## src/rtl/ysyx_23060236_rd_arbiter_if.sv

```systemverilog
// ysyx_23060236_rd_arbiter_if: AXI-lite read channel bundle (AR + R)
interface ysyx_23060236_rd_arbiter_if;
  logic [31:0] araddr;
  logic        arvalid;
  logic        arready;
  logic [31:0] rdata;
  logic [1:0]  rresp;
  logic        rvalid;
  logic        rready;
  modport master (output araddr, arvalid, rready, input arready, rdata, rresp, rvalid);
  modport slave  (input araddr, arvalid, rready, output arready, rdata, rresp, rvalid);
endinterface

```

## src/rtl/ysyx_23060236_rd_arbiter.sv

```systemverilog
// ysyx_23060236_rd_arbiter: round-robin 2-master read arbiter routing to CLINT or MEM
module ysyx_23060236_rd_arbiter #(
  parameter logic [31:0] CLINT_BASE = 32'ha000_0048,
  parameter logic [31:0] CLINT_SIZE = 32'h0000_0008
) (
  input  logic                              clock,
  input  logic                              reset,
  ysyx_23060236_rd_arbiter_if.slave  m0,
  ysyx_23060236_rd_arbiter_if.slave  m1,
  ysyx_23060236_rd_arbiter_if.master sc,
  ysyx_23060236_rd_arbiter_if.master sm
);
  typedef enum logic [1:0] {IDLE, ADDR, DATA} state_e;
  state_e      state_q;
  logic        last_q, gnt_q, sel_q;
  logic [31:0] addr_q;
  logic        win_d, sel_d, ar_rdy, r_vld, r_rdy, in_addr, in_data;
  logic [31:0] addr_d, r_data;
  logic [1:0]  r_resp;
  always_comb begin
    win_d   = (m0.arvalid & m1.arvalid) ? ~last_q : m1.arvalid;
    addr_d  = win_d ? m1.araddr : m0.araddr;
    // offset compare keeps the window from aliasing across the top of the address space
    sel_d   = (addr_d >= CLINT_BASE) && ((addr_d - CLINT_BASE) < CLINT_SIZE);
    in_addr = state_q == ADDR;
    in_data = state_q == DATA;
    ar_rdy  = sel_q ? sc.arready : sm.arready;
    r_vld   = sel_q ? sc.rvalid : sm.rvalid;
    r_data  = sel_q ? sc.rdata : sm.rdata;
    r_resp  = sel_q ? sc.rresp : sm.rresp;
    r_rdy   = gnt_q ? m1.rready : m0.rready;
  end
  always_ff @(posedge clock) begin
    if (reset) begin
      state_q <= IDLE;
      last_q  <= 1'b1;
      gnt_q   <= 1'b0;
      sel_q   <= 1'b0;
      addr_q  <= '0;
    end else begin
      case (state_q)
        IDLE: if (m0.arvalid | m1.arvalid) begin
          gnt_q   <= win_d;
          last_q  <= win_d;
          sel_q   <= sel_d;
          addr_q  <= addr_d;
          state_q <= ADDR;
        end
        ADDR: if (ar_rdy) state_q <= DATA;
        DATA: if (r_vld & r_rdy) state_q <= IDLE;
        default: state_q <= IDLE;
      endcase
    end
  end
  assign sc.arvalid = in_addr & sel_q;
  assign sm.arvalid = in_addr & ~sel_q;
  assign sc.araddr  = (in_addr & sel_q) ? addr_q : '0;
  assign sm.araddr  = (in_addr & ~sel_q) ? addr_q : '0;
  assign sc.rready  = in_data & sel_q & r_rdy;
  assign sm.rready  = in_data & ~sel_q & r_rdy;
  assign m0.arready = in_addr & ~gnt_q & ar_rdy;
  assign m1.arready = in_addr & gnt_q & ar_rdy;
  assign m0.rvalid  = in_data & ~gnt_q & r_vld;
  assign m1.rvalid  = in_data & gnt_q & r_vld;
  assign m0.rdata   = (in_data & ~gnt_q) ? r_data : '0;
  assign m1.rdata   = (in_data & gnt_q) ? r_data : '0;
  assign m0.rresp   = (in_data & ~gnt_q) ? r_resp : '0;
  assign m1.rresp   = (in_data & gnt_q) ? r_resp : '0;
endmodule

```

## src/flat_wrapper.sv

```systemverilog
// flat-port wrapper written by rule: the top's interface ports become plain ports
module ysyx_23060236_rd_arbiter_flat 
#(
  parameter logic [31:0] CLINT_BASE = 32'ha000_0048,
  parameter logic [31:0] CLINT_SIZE = 32'h0000_0008
)
  (clock, reset, m0_araddr, m0_arvalid, m0_rready, m0_arready, m0_rdata, m0_rresp, m0_rvalid, m1_araddr, m1_arvalid, m1_rready, m1_arready, m1_rdata, m1_rresp, m1_rvalid, sc_araddr, sc_arvalid, sc_rready, sc_arready, sc_rdata, sc_rresp, sc_rvalid, sm_araddr, sm_arvalid, sm_rready, sm_arready, sm_rdata, sm_rresp, sm_rvalid);
  ysyx_23060236_rd_arbiter_if m0_i ();
  ysyx_23060236_rd_arbiter_if m1_i ();
  ysyx_23060236_rd_arbiter_if sc_i ();
  ysyx_23060236_rd_arbiter_if sm_i ();
  input  logic clock;
  input  logic reset;
  input wire logic [$bits(m0_i.araddr)-1:0] m0_araddr;
  input wire logic [$bits(m0_i.arvalid)-1:0] m0_arvalid;
  input wire logic [$bits(m0_i.rready)-1:0] m0_rready;
  output wire logic [$bits(m0_i.arready)-1:0] m0_arready;
  output wire logic [$bits(m0_i.rdata)-1:0] m0_rdata;
  output wire logic [$bits(m0_i.rresp)-1:0] m0_rresp;
  output wire logic [$bits(m0_i.rvalid)-1:0] m0_rvalid;
  input wire logic [$bits(m1_i.araddr)-1:0] m1_araddr;
  input wire logic [$bits(m1_i.arvalid)-1:0] m1_arvalid;
  input wire logic [$bits(m1_i.rready)-1:0] m1_rready;
  output wire logic [$bits(m1_i.arready)-1:0] m1_arready;
  output wire logic [$bits(m1_i.rdata)-1:0] m1_rdata;
  output wire logic [$bits(m1_i.rresp)-1:0] m1_rresp;
  output wire logic [$bits(m1_i.rvalid)-1:0] m1_rvalid;
  output wire logic [$bits(sc_i.araddr)-1:0] sc_araddr;
  output wire logic [$bits(sc_i.arvalid)-1:0] sc_arvalid;
  output wire logic [$bits(sc_i.rready)-1:0] sc_rready;
  input wire logic [$bits(sc_i.arready)-1:0] sc_arready;
  input wire logic [$bits(sc_i.rdata)-1:0] sc_rdata;
  input wire logic [$bits(sc_i.rresp)-1:0] sc_rresp;
  input wire logic [$bits(sc_i.rvalid)-1:0] sc_rvalid;
  output wire logic [$bits(sm_i.araddr)-1:0] sm_araddr;
  output wire logic [$bits(sm_i.arvalid)-1:0] sm_arvalid;
  output wire logic [$bits(sm_i.rready)-1:0] sm_rready;
  input wire logic [$bits(sm_i.arready)-1:0] sm_arready;
  input wire logic [$bits(sm_i.rdata)-1:0] sm_rdata;
  input wire logic [$bits(sm_i.rresp)-1:0] sm_rresp;
  input wire logic [$bits(sm_i.rvalid)-1:0] sm_rvalid;
  assign m0_i.araddr = m0_araddr;
  assign m0_i.arvalid = m0_arvalid;
  assign m0_i.rready = m0_rready;
  assign m0_arready = m0_i.arready;
  assign m0_rdata = m0_i.rdata;
  assign m0_rresp = m0_i.rresp;
  assign m0_rvalid = m0_i.rvalid;
  assign m1_i.araddr = m1_araddr;
  assign m1_i.arvalid = m1_arvalid;
  assign m1_i.rready = m1_rready;
  assign m1_arready = m1_i.arready;
  assign m1_rdata = m1_i.rdata;
  assign m1_rresp = m1_i.rresp;
  assign m1_rvalid = m1_i.rvalid;
  assign sc_araddr = sc_i.araddr;
  assign sc_arvalid = sc_i.arvalid;
  assign sc_rready = sc_i.rready;
  assign sc_i.arready = sc_arready;
  assign sc_i.rdata = sc_rdata;
  assign sc_i.rresp = sc_rresp;
  assign sc_i.rvalid = sc_rvalid;
  assign sm_araddr = sm_i.araddr;
  assign sm_arvalid = sm_i.arvalid;
  assign sm_rready = sm_i.rready;
  assign sm_i.arready = sm_arready;
  assign sm_i.rdata = sm_rdata;
  assign sm_i.rresp = sm_rresp;
  assign sm_i.rvalid = sm_rvalid;
  ysyx_23060236_rd_arbiter #(.CLINT_BASE(CLINT_BASE), .CLINT_SIZE(CLINT_SIZE)) u_core (.clock(clock), .reset(reset), .m0(m0_i), .m1(m1_i), .sc(sc_i), .sm(sm_i));
endmodule
```

## config.mk

```make
export PLATFORM = sky130hd
export DESIGN_NAME = ysyx_23060236_rd_arbiter_flat
export DESIGN_NICKNAME = d
export VERILOG_FILES = /design/src/rtl/ysyx_23060236_rd_arbiter_if.sv /design/src/rtl/ysyx_23060236_rd_arbiter.sv /design/src/flat_wrapper.sv
export SDC_FILE = /design/constraint.sdc
export NUM_CORES = 1
export LEC_CHECK = 0
export CAP_MARGIN = 20
export CORE_AREA = 5 5 107 109
export DETAILED_ROUTE_END_ITERATION = 8
export DIE_AREA = 0 0 112 114
export DONT_BUFFER_PORTS = 1
export HOLD_SLACK_MARGIN = 0.06
export PLACE_DENSITY_LB_ADDON = 0.12
export REMOVE_ABC_BUFFERS = 1
export SLEW_MARGIN = 20
export SYNTH_ARGS = -nofsm -noshare
export SYNTH_HDL_FRONTEND = slang
export SYNTH_SLANG_ARGS = --single-unit
```

## constraint.sdc

```tcl
create_clock -name clock -period 3 [get_ports clock]
set_input_delay 0.9 -clock clock [delete_from_list [all_inputs] [get_ports clock]]
set_output_delay 0.9 -clock clock [all_outputs]
set_load 0.03 [all_outputs]
```

==> impl_metrics.py <==
metrics = {
    "finish": {
        "area_growth_pct": 22.6,
        "multiInputGateArea_sq_um": 2390,
        "final-seq-area_sq_um": 742,
        "final_common_cell": "nor2_1",
        "layout_common_cells": "nor2_1, buf_4, and2_1, nand2_1, mux2i_1",
        "layout-drive-gt1-share_pct": 20.9,
        "nets": 669,
        "finish.utilization_pct": 38.5,
        "antenna_cells": 0,
        "fill_cells": 1130,
    },
    "worst_setup_path": {
        "cp-start-kind": "register",
        "path_cells": "nor2b_1 -> nand2b_1 -> buf_4 -> nor2_1 -> buf_4",
        "slowest_stage": "dfxtp_1",
        "max_stage_delay_ps": 510,
        "cp-end-kind": "primary output",
        "cp_max_fo": 35,
        "critPathKind": "register to primary output",
        "critPathRequiredTime_ps": 2100,
        "cp.arrival_ps": 1900,
        "crit_path_frequent_cell": "buf_4",
    },
    "cts": {
        "clockBufferDepth": 2,
        "cts_root_buf": "clkbuf_8",
        "numCtsBuffers": 5,
        "insertion_delay_ps": 290,
        "hold_buffers": 0,
        "htree_num_levels": 2,
        "cts.sinks": 37,
        "post_cts_resized": 0,
        "clk_pin_slew_ps": 80,
        "post_cts_buffers": 0,
        "cts_tree": "done",
    },
    "floorplan": {
        "core.rowCount": 38,
        "io-pin-count": 282,
        "dieHeight_um": 114,
        "die-area_sq_um": 12800,
        "core_area_sq_um": 10500,
        "initial_utilization_pct": 31.4,
        "die_w_um": 112,
    },
    "detailed_routing": {
        "firstDrtPassIters": 5,
        "postRouteAntennaNets": 0,
        "initialDrtViolationCount": 184,
        "drc": 0,
        "wl_per_cell_um": 20.5,
        "vias": 3616,
        "wirelength_mm": 13.7,
        "routed_via_density": 5.42,
    },
    "global_routing": {
        "grt_pass1_vias": 3666,
        "overflow": 0,
        "grt_max_degree": 66,
        "grt_pass1_wl_mm": 20.3,
        "antenna_found_initial": 0,
        "track_usage_pct": 19.7,
    },
    "placement": {
        "pre_cts_ws_ps": 444,
        "hpwl_mm": 11.2,
        "port_buffers": 0,
        "globalplace.congestion": 0.858,
    },
    "timing": {
        "worst_slew_pin_slew_ps": 634,
        "rsz0062_at_grt": "false",
        "finalWorstSetupSlack_ps": 198,
        "skew_ps": 10.4,
        "clock.fmax_mhz": 357,
        "relSlewSlack_pct": 57.8,
        "fin_crit_sh_pct": 93.4,
        "finalMaxSlewViolations": 0,
        "fin_crit_ps": 2800,
        "finalHoldViolCount": 0,
        "setup_viol": 0,
    },
    "pwr": {
        "vdd_drop_max_mv": 0.189,
        "p_per_area_nw_per_um2": 340,
        "leakage_nw": 1.65,
    },
    "min_path": {
        "hold_class": "register to register",
    },
    "outcome": {
        "status": "completed",
    },
    "synthesis": {
        "yosys_warnings": 0,
        "synthCells": 471,
        "netlist_area_sq_um": 3300,
        "syn_avg_cell_area_sq_um": 7.01,
        "synth_seq_cells": 37,
        "ys_types": 54,
        "async_flop_share_pct": 0,
        "ys.flop_type": "dfxtp_1",
        "yosysSeqAreaShare_pct": 22.4,
        "synth_edf_count": 0,
    },
    "run": {
        "maxCapViolCount": 0,
    },
}
[power breakdown]
| part | total [mW] | switching [mW] | internal [mW] |
|---|---|---|---|
| Combinational | 0.432 | 0.284 | 0.148 |
| Clock | 0.351 | 0.189 | 0.161 |
| Sequential | 0.593 | 0.0439 | 0.549 |
| Total | 1.38 | 0.517 | 0.859 |
[logic make-up after synthesis]
group / count (synthesis) / share of synthesized area [%]
xor gates and xnor gates: 5 / 1.33
and+or+nand+nor: 290 / 43.1
muxes: 43 / 13.1
DFF: 37 / 22.4
buffers and inverters: 40 / 5.80
AOI/OAI and AO/OA: 56 / 14.2
[per-layer routing]
metal / GRT usage, % / vias up / wire length (um)
met4: 4.09 / 0 / 148
met3: 5.31 / 8 / 1110
met5: 0 / - / 0
li1: - / 1737 / -
met2: 34.4 / 167 / 6850
met1: 24.6 / 1704 / 5600
[cell type report]
class / instances / share of cell area (%)
Inverter: 2 / 0.186
Multi-Input combinational cell: 394 / 59.0
Clock inverter: 1 / 0.217
Tap cell: 140 / 4.33
Sequential cell: 37 / 18.3
Clock buffer: 6 / 1.79
Timing Repair Buffer: 87 / 16.1
[through the flow]
step / cell area (sq um) / cells / hold slack (ps) / setup TNS [ps] / power (mW)
2_1_floorplan: 3120 / 433 / 475 / -122300 / 0.925
3_3_place_gp: 3960 / 660 / 485 / 0 / 1.03
6_report: 4050 / 667 / 503 / 0 / 1.38
5_1_grt: 4050 / 667 / 525 / 0 / 1.46
4_1_cts: 4050 / 667 / 506 / 0 / 1.40
3_5_place_dp: 3960 / 660 / 494 / 0 / 1.04
[synthesized netlist by cell type (all sizes together), types with 3 or more instances]
| library cell | n | area (sq um) |
|---|---|---|
| nand2 | 61 | 229 |
| nor3 | 10 | 50.1 |
| nor4 | 12 | 109 |
| and2 | 65 | 407 |
| nor2b | 3 | 18.8 |
| o31ai | 3 | 27.5 |
| xor2 | 3 | 26.3 |
| a211oi | 7 | 52.6 |
| nand4 | 5 | 31.3 |
| or3 | 3 | 18.8 |
| or4 | 3 | 30.0 |
| clkbuf | 32 | 140 |
| buf | 6 | 43.8 |
| nor2 | 117 | 447 |
| a21oi | 5 | 28.8 |
| dfxtp | 37 | 741 |
| mux2i | 41 | 410 |
| a311oi | 26 | 228 |
[state kept, by name, summed over array words and instances (netlist names)]
register and count:
u_core.addr_q 32, u_core.gnt_q 1, u_core.last_q 1, u_core.sel_q 1, u_core.state_q 2
[final timing paths]
check / slack, ps / cells past startpoint / endpoint / startpoint
max: 200 / 5 / m0_rdata[6] / u_core.state_q[1]
min: 500 / 2 / u_core.addr_q[28] / u_core.addr_q[28]
max reg2reg: 1020 / 7 / u_core.sel_q / u_core.last_q
min reg2reg: 500 / 2 / u_core.addr_q[28] / u_core.addr_q[28]
[critical path, delay by kind of cell, from the launching register on]
kind / cells / cell delay (ps)
buffers and inverters: 2 / 440
DFF: 1 / 510
and+or+nand+nor: 3 / 660
No activity file was read; power rests on OpenSTA's default activity.
